[src/rtl/sevenseg_scan.sv]
// Scanned N-digit common-anode 7-segment driver with a double-buffered value and blanking between digits.
// Define SEVENSEG_LZ_BLANK_EN to blank leading zero digits (digit 0 is always shown).
module sevenseg_scan #(
  parameter int NUM_DIGITS = 4,
  parameter int PRESCALE   = 50000,
  parameter int BLANK      = 2
) (
  input  logic                    clk,
  input  logic                    reset,
  input  logic [4*NUM_DIGITS-1:0] value,
  input  logic [NUM_DIGITS-1:0]   dp,
  input  logic                    load,
  output logic [7:0]              leds,
  output logic [NUM_DIGITS-1:0]   digit_en,
  output logic                    frame
);

  localparam int CNT_W = $clog2(PRESCALE);
  localparam int IDX_W = (NUM_DIGITS > 1) ? $clog2(NUM_DIGITS) : 1;
  localparam logic [CNT_W-1:0] CNT_MAX = CNT_W'(PRESCALE - 1);
  localparam logic [IDX_W-1:0] IDX_MAX = IDX_W'(NUM_DIGITS - 1);

  function automatic logic [6:0] font(input logic [3:0] n);
    logic [6:0] f;
    case (n)
      4'h0: f = 7'h40;
      4'h1: f = 7'h79;
      4'h2: f = 7'h24;
      4'h3: f = 7'h30;
      4'h4: f = 7'h19;
      4'h5: f = 7'h12;
      4'h6: f = 7'h02;
      4'h7: f = 7'h78;
      4'h8: f = 7'h00;
      4'h9: f = 7'h18;
      4'hA: f = 7'h08;
      4'hB: f = 7'h03;
      4'hC: f = 7'h46;
      4'hD: f = 7'h21;
      4'hE: f = 7'h06;
      default: f = 7'h0E;
    endcase
    return f;
  endfunction

  logic [CNT_W-1:0]        cnt_q, cnt_d;
  logic [IDX_W-1:0]        idx_q, idx_d;
  logic [4*NUM_DIGITS-1:0] pend_val_q, pend_val_d, act_val_q, act_val_d;
  logic [NUM_DIGITS-1:0]   pend_dp_q, pend_dp_d, act_dp_q, act_dp_d;
  logic [7:0]              leds_q, leds_d;
  logic [NUM_DIGITS-1:0]   digit_en_q, digit_en_d;
  logic                    frame_q, frame_d;
  logic [3:0]              nib;
  logic [6:0]              seg;
  logic                    lz_blank;
  logic                    show;

  always_comb begin
    pend_val_d = pend_val_q;
    pend_dp_d  = pend_dp_q;
    act_val_d  = act_val_q;
    act_dp_d   = act_dp_q;
    cnt_d      = cnt_q + 1'b1;
    idx_d      = idx_q;

    if (load) begin
      pend_val_d = value;
      pend_dp_d  = dp;
    end
    // frame_q high means this edge closes the scan: swap in the newest data.
    if (frame_q) begin
      act_val_d = load ? value : pend_val_q;
      act_dp_d  = load ? dp : pend_dp_q;
    end

    if (cnt_q == CNT_MAX) begin
      cnt_d = '0;
      idx_d = (idx_q == IDX_MAX) ? '0 : idx_q + 1'b1;
    end

    nib = act_val_q[{idx_q, 2'b00} +: 4];
`ifdef SEVENSEG_LZ_BLANK_EN
    lz_blank = (idx_q != '0) && ((act_val_q >> {idx_q, 2'b00}) == '0);
`else
    lz_blank = 1'b0;
`endif
    seg  = lz_blank ? 7'h7F : font(nib);
    show = int'(cnt_q) >= BLANK;

    leds_d     = 8'hFF;
    digit_en_d = '1;
    if (show) begin
      leds_d               = {~act_dp_q[idx_q], seg};
      digit_en_d[idx_q]    = 1'b0;
    end
    frame_d = (idx_q == IDX_MAX) && (cnt_q == CNT_MAX);
  end

  always_ff @(posedge clk) begin
    if (reset) begin
      cnt_q      <= '0;
      idx_q      <= '0;
      pend_val_q <= '0;
      pend_dp_q  <= '0;
      act_val_q  <= '0;
      act_dp_q   <= '0;
      leds_q     <= 8'hFF;
      digit_en_q <= '1;
      frame_q    <= 1'b0;
    end else begin
      cnt_q      <= cnt_d;
      idx_q      <= idx_d;
      pend_val_q <= pend_val_d;
      pend_dp_q  <= pend_dp_d;
      act_val_q  <= act_val_d;
      act_dp_q   <= act_dp_d;
      leds_q     <= leds_d;
      digit_en_q <= digit_en_d;
      frame_q    <= frame_d;
    end
  end

  assign leds     = leds_q;
  assign digit_en = digit_en_q;
  assign frame    = frame_q;

endmodule
[config.mk]
export PLATFORM = sky130hd
export DESIGN_NAME = sevenseg_scan
export DESIGN_NICKNAME = d
export VERILOG_FILES = /design/src/rtl/sevenseg_scan.sv
export SDC_FILE = /design/constraint.sdc
export NUM_CORES = 1
export LEC_CHECK = 0
export ABC_AREA = 1
export BUFFER_PORTS_ARGS = -buffer_cell sky130_fd_sc_hd__buf_2
export CORE_MARGIN = 8
export CORE_UTILIZATION = 62
export DETAILED_ROUTE_END_ITERATION = 12
export GPL_ROUTABILITY_DRIVEN = 0
export HOLD_SLACK_MARGIN = 0.03
export PLACE_DENSITY_LB_ADDON = 0.1
export SYNTH_ARGS = -nofsm -noshare
export SYNTH_HDL_FRONTEND = slang
export SYNTH_SLANG_ARGS = --single-unit
[constraint.sdc]
create_clock -name clk -period 2.8 [get_ports clk]
set_clock_uncertainty 0.2 [all_clocks]
set_input_delay 0.42 -clock clk [delete_from_list [all_inputs] [get_ports clk]]
set_output_delay 0.42 -clock clk [all_outputs]
set_load 0.05 [all_outputs]
== Word level (Yosys, flattened, before mapping) ==
Memories as Yosys holds them, arrays and structs flattened. A register that Yosys moved wholly into a read port is not among the register bits.
Cells that the tools add are included.
Storage, ports and cells
  bits in registers: 71
  ROM bits: 112
  input port bits: 23
  output and inout bits: 13
  word-level logic and storage cells: 32
  memories kept: 1
Cells by class
  $add $sub $neg: 2
  magnitude comparators: 3
  equality and inequality tests: 2
  shift-type cells: 1
  mux-type cells: 7
  bitwise gates (word level): 3
  reduce and logical (&&, ||, !) cells: 4
Memory list
  (no name shown): depth 16, bits a word 7, read ports 1, clocked after Yosys merged registers in 1, write ports 0, RTL line 25  | case (n)
Operators with widths (number)
  $add A16 B1 Y16 const B: 1
  $eq A16 B16 Y1 const B: 1
  $ge A16 B2 Y1 const B: 1
  $mux W16: 1
  $shiftx A16 B5 Y4: 1
  $mux W4: 1
  $not A4 Y4: 1
  $reduce_or A2 Y1: 2
  $lt A2 B3 Y1 const B: 1
  $add A2 B1 Y2 const B: 1
  $bmux W1 S2: 1
  $demux W1 S2: 1
  $eq A2 B2 Y1 const B: 1
  $ge A2 B1 Y1 const B: 1
  $logic_and A1 B1 Y1: 2
  $mux W1: 2
  $mux W2: 1
  $not A1 Y1: 2

== Longest topological paths before layout ==
  depth in word-level cells: 5
  depth in mapped cells: 11
  gate-level depth less buffers: 10

== Worst setup path before layout ==
No wires, ideal clock.
  kind: register -> register
  from: register idx_q[0]
  to: register leds_q[6] (netlist: leds[6])
  library setup time: 114 ps
  arrival time: 1354 ps
  required time: 2486 ps
  path slack: 1131 ps
  stages on the path, launching flop included: 12
  path buffers: 1
  clock period less this slack: 1669 ps
  cell sequence: dfxtp_1 > inv_2 > buf_6 > nand2_1 > nand3_1 > nand2_1 > inv_1 > ha_1 > nand3_1 > nor2_1 > nor2_1 > nand2_1
On the way
  longest elaborated chain between the ends: 1
RTL lines
  from (decl): RTL line 47  | logic [IDX_W-1:0] idx_q, idx_d;
  from (signal assigned): RTL line 112  | idx_q <= idx_d;
  $shiftx A16 B5 Y4: RTL line 81  | nib = act_val_q[{idx_q, 2'b00} +: 4];
  to (decl): RTL line 50  | logic [7:0] leds_q, leds_d;
No other way between the ends.
A chain may end at the register's enable or synchronous reset.

== Worst setup path in the final report ==
Same ends and word-level chain as after synthesis.

==> impl_results.html <==
<table>
<tr><th>Metric</th><th>Value</th></tr>
<tr><th colspan="2">Run status</th></tr>
<tr><td>Status</td><td>finished, final reports clean</td></tr>
<tr><th colspan="2">Clocking</th></tr>
<tr><td>Clock edge transition at the registers on the reported setup and hold paths</td><td>0.07 ns</td></tr>
<tr><td>Worst skew pair latency</td><td>0.34 ns</td></tr>
<tr><td>Count of instances resized after the clock tree is built</td><td>0</td></tr>
<tr><td>CTS tree</td><td>done</td></tr>
<tr><td>Hold buffer count at cts</td><td>0</td></tr>
<tr><td>Number of H-tree branching levels</td><td>3</td></tr>
<tr><td>CTS buffer count</td><td>9</td></tr>
<tr><td>Number of post-CTS setup repair buffers</td><td>0</td></tr>
<tr><td>Root buffer cell</td><td>clkbuf_8</td></tr>
<tr><td>Sink Count</td><td>71</td></tr>
<tr><td>Number of buffers between clock root and the deepest sink</td><td>2</td></tr>
<tr><th colspan="2">Logic synthesis</th></tr>
<tr><td>Gate count after technology mapping</td><td>412</td></tr>
<tr><td>Number of synthesized register bits</td><td>71</td></tr>
<tr><td>Proportion of synthesized area in mux cells</td><td>6.17%</td></tr>
<tr><td>Net count after synthesis</td><td>446</td></tr>
<tr><td>Dominant combinational cell family by area after synthesis</td><td>simple AND/OR/NAND/NOR gates</td></tr>
<tr><td>Post-synthesis xor/xnor area fraction</td><td>0.540%</td></tr>
<tr><td>Sequential cell area fraction in the yosys report</td><td>43.8%</td></tr>
<tr><td>Number of warnings printed during yosys synthesis</td><td>0</td></tr>
<tr><td>Post-Synth Simple-Gate Area</td><td>29.5%</td></tr>
<tr><td>Area of the mapped netlist</td><td>0.00324 mm2</td></tr>
<tr><td>Average instance area after synthesis</td><td>7.87 um2</td></tr>
<tr><td>Count of distinct cell types in the synthesized netlist</td><td>31</td></tr>
<tr><td>Post-synthesis adder-cell area fraction</td><td>4.24%</td></tr>
<tr><td>Synthesized-area fraction occupied by ao, oa, aoi and oai cells</td><td>7.98%</td></tr>
<tr><td>Number of synthesized flops with an enable pin</td><td>0</td></tr>
<tr><td>Proportion of register bits with asynchronous set or reset after synthesis</td><td>0%</td></tr>
<tr><td>Most used flip-flop cell after synthesis</td><td>dfxtp_1</td></tr>
<tr><th colspan="2">Timing</th></tr>
<tr><td>Final TNS setup</td><td>0 ns</td></tr>
<tr><td>Final count of pins violating max slew</td><td>0</td></tr>
<tr><td>Number of setup violations in the final report</td><td>0</td></tr>
<tr><td>Slew at the pin with the worst max-slew slack</td><td>0.716 ns</td></tr>
<tr><td>Headroom to the max-slew limit</td><td>52.2%</td></tr>
<tr><td>RSZ-0062 raised after global routing</td><td>no</td></tr>
<tr><td>Worst path setup slack after routing</td><td>0.668 ns</td></tr>
<tr><td>Final critical-path share of the clock period</td><td>76.1%</td></tr>
<tr><td>Final hold viol count</td><td>0</td></tr>
<tr><td>Top achievable clock speed</td><td>469 MHz</td></tr>
<tr><td>Final critical path time including I/O delays and setup</td><td>2.13 ns</td></tr>
<tr><th colspan="2">Place</th></tr>
<tr><td>Buffers on Ports</td><td>35</td></tr>
<tr><td>Placement-stage cell area</td><td>0.00344 mm2</td></tr>
<tr><td>Worst Setup Slack post-DPL</td><td>0.787 ns</td></tr>
<tr><td>Placed cell count</td><td>506</td></tr>
<tr><td>Total half-perimeter wirelength after legalization and detailed placement</td><td>4.64 mm</td></tr>
<tr><th colspan="2">Global route</th></tr>
<tr><td>Maximum number of pins on one net before global-route repair</td><td>24</td></tr>
<tr><td>Number of antenna violations at the first check in global routing</td><td>0</td></tr>
<tr><td>Global-route wire length before repair</td><td>11.3 mm</td></tr>
<tr><td>Tot GR Track Use</td><td>18.1%</td></tr>
<tr><td>Via count of the first global-routing pass</td><td>2678</td></tr>
<tr><td>Overall overflow remaining after global route</td><td>0</td></tr>
<tr><th colspan="2">Power</th></tr>
<tr><td>Worst supply voltage drop on vdd</td><td>0.308 mV</td></tr>
<tr><td>Combinational group share of total power</td><td>8.1%</td></tr>
<tr><td>Power per Cell Area</td><td>533 mW/mm2</td></tr>
<tr><td>Clock group share of total power</td><td>37.2%</td></tr>
<tr><td>Internal power</td><td>1.44 mW</td></tr>
<tr><td>Share of total power in sequential cells</td><td>54.7%</td></tr>
<tr><td>Leakage component of the power</td><td>1.65 nW</td></tr>
<tr><td>Switching fraction of total power</td><td>25.2%</td></tr>
<tr><td>Switch Pwr</td><td>0.484 mW</td></tr>
<tr><th colspan="2">Flow run</th></tr>
<tr><td>Max capacitance violation total</td><td>0</td></tr>
<tr><th colspan="2">Worst setup path</th></tr>
<tr><td>Type of origin of the critical path</td><td>flop</td></tr>
<tr><td>CP Data Arrival Time</td><td>2.17 ns</td></tr>
<tr><td>Critical path peak fanout</td><td>14</td></tr>
<tr><td>End of the worst register-to-register path</td><td>leds[6]</td></tr>
<tr><td>Critical Path RT</td><td>2.83 ns</td></tr>
<tr><td>FF-to-FF Start</td><td>idx_q[0]</td></tr>
<tr><td>Reg-to-reg slack, setup</td><td>0.67 ns</td></tr>
<tr><td>Cell Chain, Critical Path</td><td>inv_2 &gt; nand2_1 &gt; nand3_1 &gt; nand2_1 &gt; inv_1 &gt; ha_1 &gt; nand3_1 &gt; nor2_1 &gt; nor2_1 &gt; nand2_1</td></tr>
<tr><td>Slowest stage cell, crit path</td><td>dfxtp_1</td></tr>
<tr><td>CP dominant cell by count</td><td>nand2_1</td></tr>
<tr><td>Class of the most critical setup path</td><td>flop to flop</td></tr>
<tr><td>Setup crit end kind</td><td>flop</td></tr>
<tr><td>Cell depth of the worst flop-to-flop path</td><td>10</td></tr>
<tr><td>CP peak stage delay</td><td>0.57 ns</td></tr>
<tr><th colspan="2">Layout</th></tr>
<tr><td>Net count reported at finish</td><td>481</td></tr>
<tr><td>Synth-to-layout area growth</td><td>11.3%</td></tr>
<tr><td>Post-layout utilization of the core</td><td>71.1%</td></tr>
<tr><td>Final standard cell count with taps included and fillers excluded</td><td>522</td></tr>
<tr><td>Number of diodes</td><td>0</td></tr>
<tr><td>Sequential cell area</td><td>0.00142 mm2</td></tr>
<tr><td>Most frequent cells in the layout</td><td>101 x nand2_1, 71 x dfxtp_1, 51 x nor2_1</td></tr>
<tr><td>Number of filler instances in the final layout</td><td>436</td></tr>
<tr><td>Share of final-layout standard cells stronger than drive strength 1</td><td>18.1%</td></tr>
<tr><td>Final std cell area, no fill</td><td>0.00361 mm2</td></tr>
<tr><td>Commonest non-fill, non-tap cell in the layout</td><td>nand2_1</td></tr>
<tr><td>Multi-input gate area in the final layout</td><td>0.00157 mm2</td></tr>
<tr><th colspan="2">Floorplan</th></tr>
<tr><td>Starting Density</td><td>63.9%</td></tr>
<tr><td>Number of placed I/O pins</td><td>36</td></tr>
<tr><td>Core region area</td><td>0.00507 mm2</td></tr>
<tr><td>Die W</td><td>88.3 um</td></tr>
<tr><td>Num rows</td><td>26</td></tr>
<tr><td>Area enclosed by the die boundary</td><td>0.00780 mm2</td></tr>
<tr><td>Chip height</td><td>88.3 um</td></tr>
<tr><th colspan="2">Worst hold path</th></tr>
<tr><td>Hold endpoint</td><td>pend_val_q[0]</td></tr>
<tr><td>Hold path start</td><td>value[0]</td></tr>
<tr><td>Hold path cells</td><td>3</td></tr>
<tr><td>Type of the worst min-delay path</td><td>primary input to flop</td></tr>
<tr><th colspan="2">Routing</th></tr>
<tr><td>Via count of the routed design</td><td>2653</td></tr>
<tr><td>First-pass DRT Iterations</td><td>4</td></tr>
<tr><td>WL per Instance</td><td>12.3 um</td></tr>
<tr><td>Vias per cell</td><td>5.08</td></tr>
<tr><td>Post-Route WL</td><td>6.41 mm</td></tr>
<tr><td>Initial DRC Count</td><td>87</td></tr>
<tr><td>Final antenna-violating net count</td><td>0</td></tr>
<tr><td>DR DRC count</td><td>0</td></tr>
</table>
==> synthesized netlist by cell type (5+ instances only) <==
library cell	n	area, um2
a21oi_1	7	35.0
a21oi_2	5	43.8
ha_1	11	138
nand3_1	30	150
o211ai_1	20	150
clkbuf_1	6	22.5
mux2i_1	20	200
nand2_1	101	379
inv_1	40	150
nor2_1	51	191
nor2_2	11	68.8
dfxtp_1	71	1420
==> worst max-delay path: cells and delay by family, from the launching register on <==
family	cells	cell delay, ns
simple gates	7	0.70
fa+ha+maj	1	0.23
flops	1	0.57
buf+inv	2	0.32
==> sequential cells by signal, indices dropped and copies added, names as in the netlist <==
register,cells
act_dp_q,4
act_val_q,16
cnt_q,16
digit_en,4
frame,1
idx_q,2
leds,8
pend_dp_q,4
pend_val_q,16
==> power groups by stage <==
stage | combinational (mW) | clock (mW) | sequential, mW
CTS | 0.158 | 0.725 | 1.05
global route | 0.171 | 0.770 | 1.06
global placement | 0.155 | 0 | 1.08
detailed placement | 0.158 | 0 | 1.08
floorplan | 0.0750 | 0 | 1.12
finish | 0.156 | 0.716 | 1.05
==> logic make-up (layout without fill, tap and decap cells) <==
family | count (synthesis) | count (layout)
xor+xnor | 2 | 2
flops | 71 | 71
fa+ha+maj | 11 | 11
mux | 20 | 20
buf+inv | 58 | 98
simple gates | 213 | 213
compound gates | 37 | 37
==> per-stage QoR <==
stage | power [mW] | hold WS (ns)
2_1_floorplan | 1.19 | 0.239
3_3_place_gp | 1.23 | 0.259
3_5_place_dp | 1.23 | 0.269
4_1_cts | 1.94 | 0.136
5_1_grt | 2.00 | 0.162
6_report | 1.92 | 0.141
==> final cells by class <==
cell class	count	share of cell area [%]
repair buffers	37	5.27
multi-input cells	283	43.6
well taps	70	2.43
clock buffers	14	4.23
clock inverters	2	0.451
inverters	45	4.68
flip-flops and latches	71	39.4
==> worst max path at each step <==
stage	cells past startpoint	slack, ns	from	endpoint
3_3_place_gp	10	0.85	idx_q[0]	leds[6]
2_1_floorplan	11	1.13	idx_q[0]	leds[6]
4_1_cts	1	0.66	frame	frame
3_5_place_dp	10	0.79	idx_q[0]	leds[6]
5_1_grt	10	0.47	idx_q[0]	leds[3]
6_report	10	0.67	idx_q[0]	leds[6]
==> per-layer routing <==
metal  track usage (%)  wire, um  up-vias
li1                  -         -     1392
met1              21.0      2900     1201
met2              30.8      3080       47
met3              3.81       291       13
met4              8.76       142        0
met5                 0         0        -
(Power assumes the default switching activity.)
